## config.mk

```make
export PLATFORM = sky130hd
export DESIGN_NAME = dma_bus_switch_flat
export DESIGN_NICKNAME = d
export VERILOG_FILES = /design/src/rtl/dma_bus_switch_if.sv /design/src/rtl/dma_bus_switch.sv /design/src/flat_wrapper.sv
export SDC_FILE = /design/constraint.sdc
export NUM_CORES = 1
export LEC_CHECK = 0
export ABC_AREA = 1
export CAP_MARGIN = 20
export CORE_MARGIN = 2
export CORE_UTILIZATION = 35
export DETAILED_ROUTE_END_ITERATION = 8
export GPL_TIMING_DRIVEN = 0
export PLACE_DENSITY = 0.86
export RECOVER_POWER = 100
export SYNTH_ARGS = -nofsm -noshare
export SYNTH_HDL_FRONTEND = slang
export SYNTH_SLANG_ARGS = --single-unit
```

## constraint.sdc

```tcl
create_clock -name clk -period 5.5 [get_ports clk]
set_clock_uncertainty 0.2 [all_clocks]
set_input_delay 1.65 -clock clk [delete_from_list [all_inputs] [get_ports clk]]
set_output_delay 1.65 -clock clk [all_outputs]
set_load 0.02 [all_outputs]
```

## src/rtl/dma_bus_switch_if.sv

```systemverilog
// Signal bundle between the DMA engine, the T80 CPU and the shared memory/I/O bus.
// The switch uses the slave modport; the environment driving it uses master.
interface dma_bus_switch_if;
  logic        dma_busrq_n;
  logic        dma_busak_n;
  logic [15:0] dma_a;
  logic [7:0]  dma_dout;
  logic        dma_mreq_n;
  logic        dma_iorq_n;
  logic        dma_rd_n;
  logic        dma_wr_n;
  logic [7:0]  dma_din;
  logic        cpu_busrq_n;
  logic        cpu_busak_n;
  logic [15:0] cpu_a;
  logic [7:0]  cpu_dout;
  logic        cpu_mreq_n;
  logic        cpu_iorq_n;
  logic        cpu_rd_n;
  logic        cpu_wr_n;
  logic [15:0] bus_a;
  logic [7:0]  bus_dout;
  logic        bus_mreq_n;
  logic        bus_iorq_n;
  logic        bus_rd_n;
  logic        bus_wr_n;
  logic [7:0]  bus_din;
  logic        bus_dma;
  logic        bus_err;

  modport slave (
    input  dma_busrq_n, dma_a, dma_dout, dma_mreq_n, dma_iorq_n, dma_rd_n, dma_wr_n,
    input  cpu_busak_n, cpu_a, cpu_dout, cpu_mreq_n, cpu_iorq_n, cpu_rd_n, cpu_wr_n,
    input  bus_din,
    output dma_busak_n, dma_din, cpu_busrq_n,
    output bus_a, bus_dout, bus_mreq_n, bus_iorq_n, bus_rd_n, bus_wr_n, bus_dma, bus_err
  );

  modport master (
    output dma_busrq_n, dma_a, dma_dout, dma_mreq_n, dma_iorq_n, dma_rd_n, dma_wr_n,
    output cpu_busak_n, cpu_a, cpu_dout, cpu_mreq_n, cpu_iorq_n, cpu_rd_n, cpu_wr_n,
    output bus_din,
    input  dma_busak_n, dma_din, cpu_busrq_n,
    input  bus_a, bus_dout, bus_mreq_n, bus_iorq_n, bus_rd_n, bus_wr_n, bus_dma, bus_err
  );
endinterface

```

## src/rtl/dma_bus_switch.sv

```systemverilog
// Hands the shared bus between the T80 and the DMA engine, with guard cycles of
// idle strobes at every ownership change.
//
// state      | meaning
// CPU_OWNS   | CPU drives the bus, no request pending
// WAIT_ACK   | bus requested from the CPU, waiting for its acknowledge
// SETTLE     | CPU off the bus, DMA address muxed, strobes held idle
// DMA_OWNS   | DMA engine granted and driving the bus
// DRAIN      | grant withdrawn, waiting for the last DMA cycle to finish
// RELEASE    | DMA done, strobes idle before returning the bus to the CPU
module dma_bus_switch #(
  parameter int unsigned GUARD_CYCLES = 1
) (
  input logic           clk,
  input logic           rst_n,
  dma_bus_switch_if.slave bif
);

  localparam bit        G_ZERO = (GUARD_CYCLES == 0);
  localparam logic [3:0] G_LOAD = G_ZERO ? 4'd0 : 4'(GUARD_CYCLES - 1);

  typedef enum logic [2:0] {
    S_CPU_OWNS,
    S_WAIT_ACK,
    S_SETTLE,
    S_DMA_OWNS,
    S_DRAIN,
    S_RELEASE
  } state_t;

  state_t     r_state;
  logic [3:0] r_gcnt;
  logic       r_cpu_busrq_n;
  logic       r_dma_busak_n;
  logic       r_bus_err;
  logic       r_hold;

  logic       w_dma_idle;
  logic       w_ack_lost;
  logic       w_bus_dma;
  logic       w_pass_dma;
  logic       w_force_idle;
  logic [3:0] w_strobes;

  assign w_dma_idle = bif.dma_mreq_n & bif.dma_iorq_n & bif.dma_rd_n & bif.dma_wr_n;
  assign w_ack_lost = bif.cpu_busak_n &
                      ((r_state == S_SETTLE) || (r_state == S_DMA_OWNS) || (r_state == S_DRAIN));

  always_ff @(posedge clk or negedge rst_n) begin
    if (!rst_n) begin
      r_state       <= S_CPU_OWNS;
      r_gcnt        <= 4'd0;
      r_cpu_busrq_n <= 1'b1;
      r_dma_busak_n <= 1'b1;
      r_bus_err     <= 1'b0;
      r_hold        <= 1'b0;
    end else if (w_ack_lost) begin
      // CPU took the bus back under us: drop the grant and re-request.
      r_bus_err     <= 1'b1;
      r_dma_busak_n <= 1'b1;
      r_hold        <= 1'b1;
      r_state       <= S_WAIT_ACK;
    end else begin
      case (r_state)
        S_CPU_OWNS: begin
          if (!bif.dma_busrq_n) begin
            r_cpu_busrq_n <= 1'b0;
            r_state       <= S_WAIT_ACK;
          end
        end
        S_WAIT_ACK: begin
          if (bif.dma_busrq_n) begin
            r_cpu_busrq_n <= 1'b1;
            r_hold        <= 1'b0;
            r_state       <= S_CPU_OWNS;
          end else if (!bif.cpu_busak_n) begin
            r_hold <= 1'b0;
            if (G_ZERO) begin
              r_dma_busak_n <= 1'b0;
              r_state       <= S_DMA_OWNS;
            end else begin
              r_gcnt  <= G_LOAD;
              r_state <= S_SETTLE;
            end
          end
        end
        S_SETTLE: begin
          if (r_gcnt == 4'd0) begin
            r_dma_busak_n <= 1'b0;
            r_state       <= S_DMA_OWNS;
          end else begin
            r_gcnt <= r_gcnt - 4'd1;
          end
        end
        S_DMA_OWNS, S_DRAIN: begin
          if ((r_state == S_DMA_OWNS) && bif.dma_busrq_n) begin
            r_dma_busak_n <= 1'b1;
          end
          if ((r_state == S_DRAIN) || bif.dma_busrq_n) begin
            if (!w_dma_idle) begin
              r_state <= S_DRAIN;
            end else if (G_ZERO) begin
              r_cpu_busrq_n <= 1'b1;
              r_state       <= S_CPU_OWNS;
            end else begin
              r_gcnt  <= G_LOAD;
              r_state <= S_RELEASE;
            end
          end
        end
        S_RELEASE: begin
          if (r_gcnt == 4'd0) begin
            r_cpu_busrq_n <= 1'b1;
            r_state       <= S_CPU_OWNS;
          end else begin
            r_gcnt <= r_gcnt - 4'd1;
          end
        end
        default: r_state <= S_CPU_OWNS;
      endcase
    end
  end

  always_comb begin
    w_bus_dma    = 1'b0;
    w_pass_dma   = 1'b0;
    w_force_idle = 1'b0;
    case (r_state)
      S_SETTLE, S_RELEASE: begin
        w_bus_dma    = 1'b1;
        w_force_idle = 1'b1;
      end
      S_DMA_OWNS, S_DRAIN: begin
        w_bus_dma  = 1'b1;
        w_pass_dma = 1'b1;
      end
      S_WAIT_ACK: w_force_idle = r_hold;
      default: ;
    endcase

    if (w_force_idle) begin
      w_strobes = 4'hF;
    end else if (w_pass_dma) begin
      w_strobes = {bif.dma_mreq_n, bif.dma_iorq_n, bif.dma_rd_n, bif.dma_wr_n};
    end else begin
      w_strobes = {bif.cpu_mreq_n, bif.cpu_iorq_n, bif.cpu_rd_n, bif.cpu_wr_n};
    end
  end

  assign bif.bus_a       = w_bus_dma ? bif.dma_a    : bif.cpu_a;
  assign bif.bus_dout    = w_bus_dma ? bif.dma_dout : bif.cpu_dout;
  assign bif.bus_mreq_n  = w_strobes[3];
  assign bif.bus_iorq_n  = w_strobes[2];
  assign bif.bus_rd_n    = w_strobes[1];
  assign bif.bus_wr_n    = w_strobes[0];
  assign bif.bus_dma     = w_bus_dma;
  assign bif.bus_err     = r_bus_err;
  assign bif.dma_din     = bif.bus_din;
  assign bif.dma_busak_n = r_dma_busak_n;
  assign bif.cpu_busrq_n = r_cpu_busrq_n;

endmodule
```

## src/flat_wrapper.sv

```systemverilog
// flat-port wrapper written by rule: the top's interface ports become plain ports
module dma_bus_switch_flat 
#(
  parameter int unsigned GUARD_CYCLES = 1
)
  (clk, rst_n, bif_dma_busrq_n, bif_dma_a, bif_dma_dout, bif_dma_mreq_n, bif_dma_iorq_n, bif_dma_rd_n, bif_dma_wr_n, bif_cpu_busak_n, bif_cpu_a, bif_cpu_dout, bif_cpu_mreq_n, bif_cpu_iorq_n, bif_cpu_rd_n, bif_cpu_wr_n, bif_bus_din, bif_dma_busak_n, bif_dma_din, bif_cpu_busrq_n, bif_bus_a, bif_bus_dout, bif_bus_mreq_n, bif_bus_iorq_n, bif_bus_rd_n, bif_bus_wr_n, bif_bus_dma, bif_bus_err);
  dma_bus_switch_if bif_i ();
  input logic clk;
  input logic rst_n;
  input wire logic [$bits(bif_i.dma_busrq_n)-1:0] bif_dma_busrq_n;
  input wire logic [$bits(bif_i.dma_a)-1:0] bif_dma_a;
  input wire logic [$bits(bif_i.dma_dout)-1:0] bif_dma_dout;
  input wire logic [$bits(bif_i.dma_mreq_n)-1:0] bif_dma_mreq_n;
  input wire logic [$bits(bif_i.dma_iorq_n)-1:0] bif_dma_iorq_n;
  input wire logic [$bits(bif_i.dma_rd_n)-1:0] bif_dma_rd_n;
  input wire logic [$bits(bif_i.dma_wr_n)-1:0] bif_dma_wr_n;
  input wire logic [$bits(bif_i.cpu_busak_n)-1:0] bif_cpu_busak_n;
  input wire logic [$bits(bif_i.cpu_a)-1:0] bif_cpu_a;
  input wire logic [$bits(bif_i.cpu_dout)-1:0] bif_cpu_dout;
  input wire logic [$bits(bif_i.cpu_mreq_n)-1:0] bif_cpu_mreq_n;
  input wire logic [$bits(bif_i.cpu_iorq_n)-1:0] bif_cpu_iorq_n;
  input wire logic [$bits(bif_i.cpu_rd_n)-1:0] bif_cpu_rd_n;
  input wire logic [$bits(bif_i.cpu_wr_n)-1:0] bif_cpu_wr_n;
  input wire logic [$bits(bif_i.bus_din)-1:0] bif_bus_din;
  output wire logic [$bits(bif_i.dma_busak_n)-1:0] bif_dma_busak_n;
  output wire logic [$bits(bif_i.dma_din)-1:0] bif_dma_din;
  output wire logic [$bits(bif_i.cpu_busrq_n)-1:0] bif_cpu_busrq_n;
  output wire logic [$bits(bif_i.bus_a)-1:0] bif_bus_a;
  output wire logic [$bits(bif_i.bus_dout)-1:0] bif_bus_dout;
  output wire logic [$bits(bif_i.bus_mreq_n)-1:0] bif_bus_mreq_n;
  output wire logic [$bits(bif_i.bus_iorq_n)-1:0] bif_bus_iorq_n;
  output wire logic [$bits(bif_i.bus_rd_n)-1:0] bif_bus_rd_n;
  output wire logic [$bits(bif_i.bus_wr_n)-1:0] bif_bus_wr_n;
  output wire logic [$bits(bif_i.bus_dma)-1:0] bif_bus_dma;
  output wire logic [$bits(bif_i.bus_err)-1:0] bif_bus_err;
  assign bif_i.dma_busrq_n = bif_dma_busrq_n;
  assign bif_i.dma_a = bif_dma_a;
  assign bif_i.dma_dout = bif_dma_dout;
  assign bif_i.dma_mreq_n = bif_dma_mreq_n;
  assign bif_i.dma_iorq_n = bif_dma_iorq_n;
  assign bif_i.dma_rd_n = bif_dma_rd_n;
  assign bif_i.dma_wr_n = bif_dma_wr_n;
  assign bif_i.cpu_busak_n = bif_cpu_busak_n;
  assign bif_i.cpu_a = bif_cpu_a;
  assign bif_i.cpu_dout = bif_cpu_dout;
  assign bif_i.cpu_mreq_n = bif_cpu_mreq_n;
  assign bif_i.cpu_iorq_n = bif_cpu_iorq_n;
  assign bif_i.cpu_rd_n = bif_cpu_rd_n;
  assign bif_i.cpu_wr_n = bif_cpu_wr_n;
  assign bif_i.bus_din = bif_bus_din;
  assign bif_dma_busak_n = bif_i.dma_busak_n;
  assign bif_dma_din = bif_i.dma_din;
  assign bif_cpu_busrq_n = bif_i.cpu_busrq_n;
  assign bif_bus_a = bif_i.bus_a;
  assign bif_bus_dout = bif_i.bus_dout;
  assign bif_bus_mreq_n = bif_i.bus_mreq_n;
  assign bif_bus_iorq_n = bif_i.bus_iorq_n;
  assign bif_bus_rd_n = bif_i.bus_rd_n;
  assign bif_bus_wr_n = bif_i.bus_wr_n;
  assign bif_bus_dma = bif_i.bus_dma;
  assign bif_bus_err = bif_i.bus_err;
  dma_bus_switch #(.GUARD_CYCLES(GUARD_CYCLES)) u_core (.clk(clk), .rst_n(rst_n), .bif(bif_i));
endmodule
```

==> Word level (Yosys, flattened, before mapping) <==
Cells that the tools add are included.
{ "op_classes": {"addsub": 1, "n_eq_ne": 20, "muxes": 34, "bitwise_logic": 5, "reduce_logical": 18} }
{ "op_table": {"columns": ["op", "n"], "rows": [
  ["2-to-1 mux 4 bit", 7],
  ["2-to-1 mux 3 bit", 7],
  ["2-to-1 mux 16 bit", 1],
  ["one-hot mux 3 bit (5 select lines)", 1],
  ["2-to-1 mux 1 bit", 13],
  ["one-hot mux 4 bit (3 select lines)", 1],
  ["!= test 2 bit, second input constant", 5],
  ["AND reduction 5 bit", 2],
  ["!= test 3 x 1 -> 1 bit, second input constant", 3],
  ["!= test 3 x 2 -> 1 bit, second input constant", 3],
  ["nonzero test 3 bit", 3],
  ["2-to-1 mux 8 bit", 1],
  ["AND reduction 7 bit", 1],
  ["equality test 3 x 2 -> 1 bit, second input constant", 2],
  ["equality test 3 bit, second input constant", 2],
  ["!= test 2 x 1 -> 1 bit, second input constant", 3],
  ["bitwise AND 1 bit", 4],
  ["zero test 4 bit", 1],
  ["!= test 4 x 3 -> 1 bit, second input constant", 1],
  ["one-hot mux 1 bit (2 select lines)", 2],
  ["OR reduction 2 bit", 2],
  ["OR reduction 4 bit", 1],
  ["subtractor 4 x 1 -> 4 bit, second input constant", 1],
  ["equality test 3 x 1 -> 1 bit, second input constant", 1],
  ["other kinds (8)", 10]
]} }
{ "totals": {"regBits": 11, "input_bits": 68, "word_cells": 84} }

==> Logic depth before layout (Yosys ltp) <==
Gate-level depths: netlist of the first run.
{ "depth": {"depth_word": 7, "depth_mapped": 11, "depth_no_buf": 11} }

==> Least setup slack after synthesis of the first run <==
OpenSTA, ideal clock, no wires.
{ "synth_timing": {"kind": "input-to-output", "startpoint": "input bif_dma_wr_n", "endpoint": "output bif_bus_wr_n", "arrival_ns": 2.070, "required_time_ns": 3.650, "path_slack_ns": 1.580, "cell_stages": 2, "cell_sequence": "inv_1 -> o211ai_1"} }
{ "synth_via": {"elab_chain_cells": 2} }
{ "synth_lines": {"columns": ["element", "line_no", "rtl"], "rows": [
  ["start: declaration", "flat_wrapper.sv:16", "input wire logic [$bits(bif_i.dma_wr_n)-1:0] bif_dma_wr_n;"],
  ["2-to-1 mux 4 bit", "dma_bus_switch.sv:143", "end else if (w_pass_dma) begin"],
  ["2-to-1 mux 4 bit", "dma_bus_switch.sv:141", "if (w_force_idle) begin"],
  ["end: declaration", "flat_wrapper.sv:33", "output wire logic [$bits(bif_i.bus_wr_n)-1:0] bif_bus_wr_n;"]
]} }
Every way passes these cells.

==> Worst setup path in the final report of the first run <==
Ends and elaborated chain as after synthesis.

==> results of run 1 <==
-- kinds of logic (layout without fill, tap and decap cells) --
group | count (synthesis) | after routing | synth area share, %
muxes | 24 | 24 | 20.7
buffers and inverters | 28 | 131 | 11.0
adders and majority gates | 4 | 4 | 3.84
xor gates and xnor gates | 2 | 2 | 1.34
and+or+nand+nor | 96 | 96 | 38.6
DFF | 11 | 11 | 21.3
AOI/OAI and AO/OA | 7 | 7 | 3.17
-- metal layers --
metal  share of wire [%]  vias up
met5                   0        -
met4                 3.2        0
met3                  10       11
met2                  50       73
met1                  37      652
li1                    -      755
-- sequential cells by signal, summed over array words and instances, names as in the netlist --
| name | count |
|---|---|
| u_core.bif.bus_err | 1 |
| u_core.bif.cpu_busrq_n | 1 |
| u_core.r_hold | 1 |
| u_core.r_gcnt | 4 |
| u_core.bif.dma_busak_n | 1 |
| u_core.r_state | 3 |
-- where the power goes --
part	internal, mW	switching, mW	total (mW)	leakage [nW]
Combinational	0.308	0.380	0.688	0.915
Clock	0.0508	0.0297	0.0805	0.0228
Sequential	0.112	0.0223	0.134	0.136
-- worst max path at each step --
stage               depth (start not counted)          from      endpoint  slack [ns]
global route                                4  bif_dma_wr_n  bif_bus_wr_n        0.58
CTS                                         4  bif_dma_wr_n  bif_bus_wr_n        0.69
detailed placement                          4  bif_dma_wr_n  bif_bus_wr_n        0.69
floorplan                                   2  bif_dma_wr_n  bif_bus_wr_n        1.58
global placement                            4  bif_dma_wr_n  bif_bus_wr_n        0.69
finish                                      4  bif_dma_wr_n  bif_bus_wr_n        0.65
-- cell usage in the layout, fill, tap and decap left out, drive strengths merged --
cell / count
mux2: 24
dfstp: 2
xor2: 1
nand3: 19
clkdlybuf4s50: 56
nand3b: 1
nand2: 55
dlygate4sd3: 43
ha: 4
dfrtp: 9
o211ai: 1
a21oi: 2
xnor2: 1
or2: 1
buf: 11
nand4: 3
clkinvlp: 1
clkbuf: 5
inv: 15
o21ai: 4
nor2: 17
-- layout make-up --
| class | count | area share (%) |
|---|---|---|
| buffer | 12 | 3.32 |
| clock buffer | 4 | 1.90 |
| inverter | 16 | 2.69 |
| multi-input combinational | 133 | 36.1 |
| sequential | 11 | 11.7 |
| tap | 48 | 2.53 |
| timing repair buffer | 99 | 41.8 |
-- metrics by stage --
| step | util [%] | setup WS (ns) | hold slack (ns) | std cells |
|---|---|---|---|---|
| floorplan | - | 1.58 | 0.263 | 172 |
| CTS | 66.0 | 0.693 | 0.260 | 323 |
| global route | 65.3 | 0.578 | 0.284 | 323 |
| global placement | 64.8 | 0.694 | 0.247 | 319 |
| detailed placement | 64.8 | 0.692 | 0.252 | 319 |
| finish | 65.3 | 0.646 | 0.255 | 323 |
-- worst max-delay path: stages --
cell and delay (ns):
clkdlybuf4s50_1 0.45, inv_1 0.05, o211ai_1 0.16, dlygate4sd3_1 0.70
==> reports/qor.yml, run 1 <==
logic_synthesis:
  synth.area.top_cells: "mux2_2, dfrtp_1, nand2_1, nand3_1, buf_4"
  synth_seq_cells: 11
  mappedNetlistNets: 244
  synthMostInstantiatedCell: "nand2_1"
  synthArstFlopShare_pct: 100
  seq_area_frac_synth_pct: 21.3
  synthCells: 172
  synth_area_sq_um: 1300
  yosysWarnings: 0
  synth.largest_area_cell: "mux2_2"
  synth.distinct_cells: 29
  postSynthAreaPerCell_sq_um: 7.58
  synth_top_area_share_pct: 20.7
  yosys-top-cells-count: "nand2_1, mux2_2, nand3_1"
  synth_top_flop_cell: "dfrtp_1"
  synth_edf_count: 0
global_routing:
  track_usage_pct: 21.0
  grt_util_met2_pct: 38.5
  grtUsageMet1_pct: 22.0
  antenna_found_initial: 0
  grt_use_met3_pct: 7.47
  grt_pass1_vias: 1638
  grt_max_degree: 12
  grt-ovfl-total: 0
  top_usage_layer: "met2"
  grt_pass1_wl_um: 6930
timing:
  worst_pin_slew_ns: 0.463
  period_share_pct: 88.3
  fmax_mhz: 206
  setup_viol: 0
  relSlewSlack_pct: 69.0
  fin_setup_tns_ns: 0
  final_hold_viol_count: 0
  rsz0062_at_grt: "no"
  drv_slew: 0
  period_needed_ns: 4.85
min_path:
  whs_endpoint: "u_core.bif.cpu_busrq_n$_DFFE_PN1P_"
  hold_depth: 2
  min_from: "u_core.bif.cpu_busrq_n$_DFFE_PN1P_"
  min_path_type: "flip-flop to flip-flop"
routing:
  drc: 0
  drt-total-wl_um: 4090
  drt_iter0_drc: 64
  antenna_left: 0
  via_per_inst: 4.62
  vias: 1491
  first_pass_iters: 4
  wl_per_cell_um: 12.7
clock_network:
  cts_made_buffers: 3
  cts.reportedPaths.clkPinSlew_ns: 0.05
  cts_resized: 0
  cts_tree: "done"
  cts_hold_buf: 0
  cts_buffer_depth: 2
  cts.htree.levels: 1
  clk_latency_ns: 0.24
  cts_setup_buffers: 0
  clock_sinks: 11
  cts_root_buffer: "clkbuf_8"
critical_path:
  rr_startpoint: "u_core.r_state[2]$_DFFE_PN0P_"
  path_class: "primary input to primary output"
  cp_max_fo: 2
  crit_arrival_ns: 3.00
  r2r_cells: 10
  r2r-end: "u_core.r_gcnt[0]$_DFFE_PN0P_"
  startpoint_type: "primary input"
  rrSetupSlack_ns: 3.06
  endpoint_kind: "primary output"
  critPathRequiredTime_ns: 3.65
floorplan:
  die_area_sq_um: 4230
  floorplan.initialDensity_pct: 35.9
  row_count: 22
  fp.coreArea_sq_um: 3630
  die_w_um: 65.0
  die_h_um: 65.0
  ios: 108
pwr:
  power_uw: 902
  powerDensity_nw_per_um2: 380
  ir_worst_vdd_mv: 0.204
  p_leak_nw: 1.07
place:
  hpwl_um: 3510
  place_area_sq_um: 2350
  gp_congestion: 0.886
  numPortBuffers: 99
layout:
  fillers: 305
  final_nets: 348
  synthToLayoutAreaGrowth_pct: 82.0
  antennaDiodeCount: 0
  register_area_sq_um: 278
  multi_input_area_sq_um: 856
  fin_area_sq_um: 2370
  drive_gt1_share_pct: 21.8
job:
  drv_cap: 0
outcome:
  outcome: "finished clean"
Note: power is estimated with default switching activity, not from simulation.
==> run 2, diff against run 1 <==
--- a/config.mk
+++ b/config.mk
@@ -6,12 +6,10 @@
 export NUM_CORES = 1
 export LEC_CHECK = 0
 export ABC_AREA = 1
-export CAP_MARGIN = 20
-export CORE_MARGIN = 2
-export CORE_UTILIZATION = 35
+export CORE_UTILIZATION = 45
 export DETAILED_ROUTE_END_ITERATION = 8
+export DONT_BUFFER_PORTS = 1
 export GPL_TIMING_DRIVEN = 0
-export PLACE_DENSITY = 0.86
 export RECOVER_POWER = 100
 export SYNTH_ARGS = -nofsm -noshare
 export SYNTH_HDL_FRONTEND = slang
==> reports/qor.yml, run 2 (same netlist as run 1, synthesis figures left out) <==
outcome:
  outcome: "finished clean"
layout:
  fin_area_sq_um: 1310  # -45%
  top_register: "u_core.r_gcnt"
  final_nets: 249  # -28%
  final_cell_mix: "nand2_1, mux2_1, nand3_1"
  synthToLayoutAreaGrowth_pct: 0.480
  layout_commonest_cell: "nand2_1"
  reg_top3: "u_core.r_gcnt (4), u_core.r_state (3)"
  antennaDiodeCount: 0  # unchanged
  fillers: 298  # -2.3%
  drive_gt1_share_pct: 14.2  # -7.6 points
  largest_reg_flops: 4  # unchanged
floorplan:
  die_area_sq_um: 3120  # -26%
  row_count: 19  # -14%
  fp.coreArea_sq_um: 2760  # -24%
  die_h_um: 55.8  # -14%
  die_w_um: 55.8  # -14%
  ios: 108  # unchanged
  floorplan.initialDensity_pct: 47.3  # +11 points
timing:
  drv_slew: 0  # unchanged
  relSlewSlack_pct: 64.5  # -4.5 points
  fin_setup_tns_ns: 0  # unchanged
  rsz0062_at_grt: "no"
  period_needed_ns: 4.54  # -0.310 ns
  worst_pin_slew_ns: 0.530  # +0.0672 ns
  fin_ws_ns: 0.956  # +0.310 ns
  setup_viol: 0  # unchanged
  final_hold_viol_count: 0  # unchanged
  fmax_mhz: 220  # +6.8%
  period_share_pct: 82.6  # -5.6 points
global_routing:
  grt_pass1_wl_um: 5660  # -18%
  track_usage_pct: 22.8  # +1.8 points
  grt-ovfl-total: 0  # unchanged
  grt_pass1_vias: 1171  # -29%
  grt_max_degree: 12  # unchanged
  antenna_found_initial: 0  # unchanged
pwr:
  ir_worst_vdd_mv: 0.290  # +42%
  power_uw: 710  # -21%
  p_leak_nw: 0.644  # -40%
  powerDensity_nw_per_um2: 542  # +42%
clock_network:
  clk_latency_ns: 0.27  # +0.03 ns
  cts_hold_buf: 0  # unchanged
  cts_root_buffer: "clkbuf_4"
  cts.reportedPaths.clkPinSlew_ns: 0.07  # +0.02 ns
  cts_setup_buffers: 0  # unchanged
  clock_sinks: 11  # unchanged
  cts.htree.levels: 1  # unchanged
  cts_buffer_depth: 2  # unchanged
  cts_tree: "done"
  cts_made_buffers: 3  # unchanged
  cts_resized: 0  # unchanged
critical_path:
  crit_top_cell: "clkbuf_1"
  cp_top_family: "buffers and inverters"
  path_cells: "inv_1 > ha_1 > clkbuf_1 > clkbuf_1 > mux2_1"
  critPathRequiredTime_ns: 3.65  # about the same
  path_class: "flip-flop to primary output"
  worstPathBufferInverterCount: 3  # unchanged
  endpoint_kind: "primary output"
  startpoint_type: "flip-flop"
  cp_max_fo: 10  # +8
  slowest_delay_ns: 0.54  # -0.16 ns
  crit_arrival_ns: 2.69  # -0.31 ns
  crit_slowest_cell: "dfrtp_1"
routing:
  drt-total-wl_um: 3510  # -14%
  drt_iter0_drc: 21  # -67%
  drc: 0  # unchanged
  via_per_inst: 5.69  # +23%
  antenna_left: 0  # unchanged
  first_pass_iters: 4  # unchanged
  vias: 1178  # -21%
  wl_per_cell_um: 16.9  # +34%
place:
  hpwl_um: 3050  # -13%
  numPortBuffers: 0  # -100%
  gp_congestion: 0.802  # -9.5%
  place_area_sq_um: 1340  # -43%
  dp_slack_ns: 1.49  # +0.800 ns
min_path:
  min_path_type: "flip-flop to flip-flop"
job:
  drv_cap: 0  # unchanged
-- run 2: power breakdown --
group	internal, mW	switching [mW]
Clock	0.0280	0.0265
Combinational	0.158	0.354
Sequential	0.110	0.0329
-- run 2: metrics by stage --
step	util, %	cells	hold slack, ns
floorplan	-	172	0.263
global placement	48.7	203	0.282
detailed placement	48.7	203	0.281
CTS	49.6	207	0.302
global route	47.5	207	0.341
finish	47.5	207	0.297
-- run 2: worst paths after layout --
check                                              start                            endpoint  slack, ns  cells after the start
max reg2reg                u_core.r_state[2]$_DFFE_PN0P_        u_core.r_gcnt[0]$_DFFE_PN0P_       3.42                     10
max in group asynchronous                          rst_n  u_core.bif.cpu_busrq_n$_DFFE_PN1P_       4.06                      0
min                         u_core.r_gcnt[1]$_DFFE_PN0P_        u_core.r_gcnt[1]$_DFFE_PN0P_       0.30                      2
min in group asynchronous                          rst_n       u_core.r_state[2]$_DFFE_PN0P_       0.87                      0
max                        u_core.r_state[1]$_DFFE_PN0P_                     bif_bus_dout[0]       0.96                      5
min reg2reg                 u_core.r_gcnt[1]$_DFFE_PN0P_        u_core.r_gcnt[1]$_DFFE_PN0P_       0.30                      2
-- run 2: area by class of cell --
type	instances	area, sq um	area share, %
buffer	12	46.3	3.53
clock buffer	4	26.3	2.01
inverter	16	65.1	4.97
multi-input combinational	133	856	65.3
sequential	11	278	21.2
tap	31	38.8	2.96
-- run 2: worst register-to-register path: cells and delay by family (launching register included) --
kind / cells / cell delay [ns]
adder cells (fa/ha/maj): 1 / 0.21
buffers and inverters: 3 / 0.34
flip-flops: 1 / 0.52
AND/OR/NAND/NOR: 6 / 0.68
-- run 2: layer usage --
layer	routed length, um	vias to the layer above	GRT usage, %
met4	0	0	2.09
met2	1890	55	43.0
li1	-	564	-
met5	0	-	0
met1	1330	559	26.0
met3	287	0	7.21
==> run 3, diff against run 2 <==
==> constraint.sdc (replaced) <==
create_clock -name clk -period 3.75 [get_ports clk]
set_clock_uncertainty 0.2 [all_clocks]
set_input_delay 1.125 -clock clk [delete_from_list [all_inputs] [get_ports clk]]
set_output_delay 1.125 -clock clk [all_outputs]
set_load 0.02 [all_outputs]
==> reports/qor.yml, run 3 (same netlist as run 1, synthesis figures left out) <==
critical_path:
  path_class: "flip-flop to primary output"
  r2r_cells: 10  # unchanged
  crit_start: "u_core.r_state[2]$_DFFE_PN0P_"
  endpoint_kind: "primary output"
  crit_arrival_ns: 2.26  # -0.43 ns
  worstPathBufferInverterCount: 3  # unchanged
  cp_max_fo: 10  # unchanged
  crit_top_cell: "clkbuf_2"
  cp.depth: 5  # unchanged
  rrSetupSlack_ns: 1.30  # -2.12 ns
  rr_startpoint: "u_core.r_state[0]$_DFFE_PN0P_"
  cp_top_family: "buffers and inverters"
  critPathRequiredTime_ns: 2.42  # -1.23 ns
  slowest_delay_ns: 0.46  # -0.08 ns
  startpoint_type: "flip-flop"
  path_cells: "inv_2 > ha_1 > clkbuf_2 > clkbuf_2 > mux2_1"
  r2r-end: "u_core.r_gcnt[0]$_DFFE_PN0P_"
  cp-endpoint: "bif_bus_dout[0]"
  crit_slowest_cell: "dfrtp_2"
floorplan:
  die_w_um: 55.8  # unchanged
  row_count: 19  # unchanged
  die_area_sq_um: 3120  # unchanged
  floorplan.initialDensity_pct: 47.3  # unchanged
  die_h_um: 55.8  # unchanged
  ios: 108  # unchanged
  fp.coreArea_sq_um: 2760  # unchanged
global_routing:
  track_usage_pct: 22.9  # +0.049 points
  grt_max_degree: 12  # unchanged
  antenna_found_initial: 0  # unchanged
  grt-ovfl-total: 0  # unchanged
  grt_pass1_vias: 1171  # unchanged
  grt_pass1_wl_um: 5660  # +0.11%
timing:
  period_needed_ns: 3.59
  setup_viol: 0  # unchanged
  worst_pin_slew_ns: 0.531  # +0.000364 ns
  final_hold_viol_count: 0  # unchanged
  relSlewSlack_pct: 64.5  # about the same
  fin_setup_tns_ns: 0  # unchanged
  rsz0062_at_grt: "no"
  period_share_pct: 95.7
  fmax_mhz: 279
  drv_slew: 0  # unchanged
pwr:
  p_leak_nw: 0.641  # -0.49%
  ir_worst_vdd_mv: 0.405  # +39%
  powerDensity_nw_per_um2: 795  # +47%
clock_network:
  cts.reportedPaths.clkPinSlew_ns: 0.07  # about the same
  cts_made_buffers: 3  # unchanged
  cts_tree: "done"
  clock_sinks: 11  # unchanged
  clk_latency_ns: 0.27  # about the same
  cts_buffer_depth: 2  # unchanged
  cts_setup_buffers: 0  # unchanged
  cts_root_buffer: "clkbuf_4"
  cts.htree.levels: 1  # unchanged
layout:
  final_nets: 249  # unchanged
  largest_reg_flops: 4  # unchanged
  reg_top3: "u_core.r_gcnt (4), u_core.r_state (3)"
  antennaDiodeCount: 0  # unchanged
  drive_gt1_share_pct: 15.9  # +1.7 points
  final_util_pct: 47.2  # -0.27 points
  layout_commonest_cell: "nand2_1"
  final_cell_mix: "nand2_1, mux2_1, nand3_1"
  synthToLayoutAreaGrowth_pct: -0.0959
  top_register: "u_core.r_gcnt"
job:
  drv_cap: 0  # unchanged
routing:
  antenna_left: 0  # unchanged
  drt-total-wl_um: 3530  # +0.80%
  wl_per_cell_um: 17.1  # +0.80%
  drc: 0  # unchanged
  via_per_inst: 5.76  # +1.3%
  first_pass_iters: 4  # unchanged
  drt_iter0_drc: 33  # +57%
  vias: 1193  # +1.3%
place:
  gp_congestion: 0.802  # unchanged
  numPortBuffers: 0  # unchanged
  hpwl_um: 3050  # unchanged
outcome:
  outcome: "finished clean"
min_path:
  hold_depth: 2  # unchanged
  min_path_type: "flip-flop to flip-flop"
[run 3: layer usage]
metal / global-route usage, % / vias to the layer above / part of all wire, %
li1: - / 560 / -
met1: 26.2 / 579 / 38
met2: 43.0 / 54 / 54
met3: 7.21 / 0 / 8.3
met4: 2.09 / 0 / 0
met5: 0 / - / 0
[run 3: worst reg2reg max path, cell delays in order, from the launching register on]
cell and delay (ns):
dfrtp_1 0.32, clkbuf_1 0.39, nor2_2 0.09, nand2_2 0.15, nand2_2 0.06, nand2_1 0.24
clkinvlp_2 0.27, nor2_1 0.41, nand2_4 0.10, nand2_1 0.07, nand2_1 0.05
[run 3: cell type report]
cell class	count	area (sq um)
Fill cell	298	1460
Inverter	16	63.8
Multi-Input combinational cell	133	845
Tap cell	31	38.8
Clock buffer	4	26.3
Sequential cell	11	280
Buffer	12	48.8
[run 3: power by group]
part / internal [mW] / total, mW / leakage (nW) / switching [mW]
Combinational: 0.231 / 0.745 / 0.494 / 0.514
Clock: 0.0411 / 0.0807 / 0.0150 / 0.0395
Sequential: 0.162 / 0.210 / 0.132 / 0.0473
Total: 0.434 / 1.04 / 0.641 / 0.601
[run 3: through the flow]
step	worst slack [ns]	area (sq um)	std cells	power [mW]	hold slack [ns]
2_1_floorplan	0.571	1300	172	0.906	0.263
3_3_place_gp	0.347	1340	203	1.01	0.282
3_5_place_dp	0.300	1340	203	1.03	0.281
4_1_cts	0.0995	1370	207	1.11	0.302
5_1_grt	0.0537	1300	207	1.13	0.318
6_report	0.162	1300	207	1.04	0.290
[run 3: how the worst min path moves through the flow]
stage               slack, ns                          from                       endpoint
floorplan                0.26  u_core.r_gcnt[0]$_DFFE_PN0P_   u_core.r_gcnt[0]$_DFFE_PN0P_
global placement         0.28  u_core.r_gcnt[1]$_DFFE_PN0P_   u_core.r_gcnt[1]$_DFFE_PN0P_
detailed placement       0.28  u_core.r_gcnt[1]$_DFFE_PN0P_   u_core.r_gcnt[1]$_DFFE_PN0P_
CTS                      0.30  u_core.r_gcnt[1]$_DFFE_PN0P_   u_core.r_gcnt[1]$_DFFE_PN0P_
global route             0.32                         rst_n  u_core.r_state[2]$_DFFE_PN0P_
finish                   0.29     u_core.r_hold$_DFFE_PN0P_      u_core.r_hold$_DFFE_PN0P_
[run 3: what timing repair did]
item / in CTS / in global routing
hold buffers: 0 / 0
endpoints found under the setup margin: 1 / 8
gates resized for setup: 1 / 2
hold endpoints to repair: 0 / 0
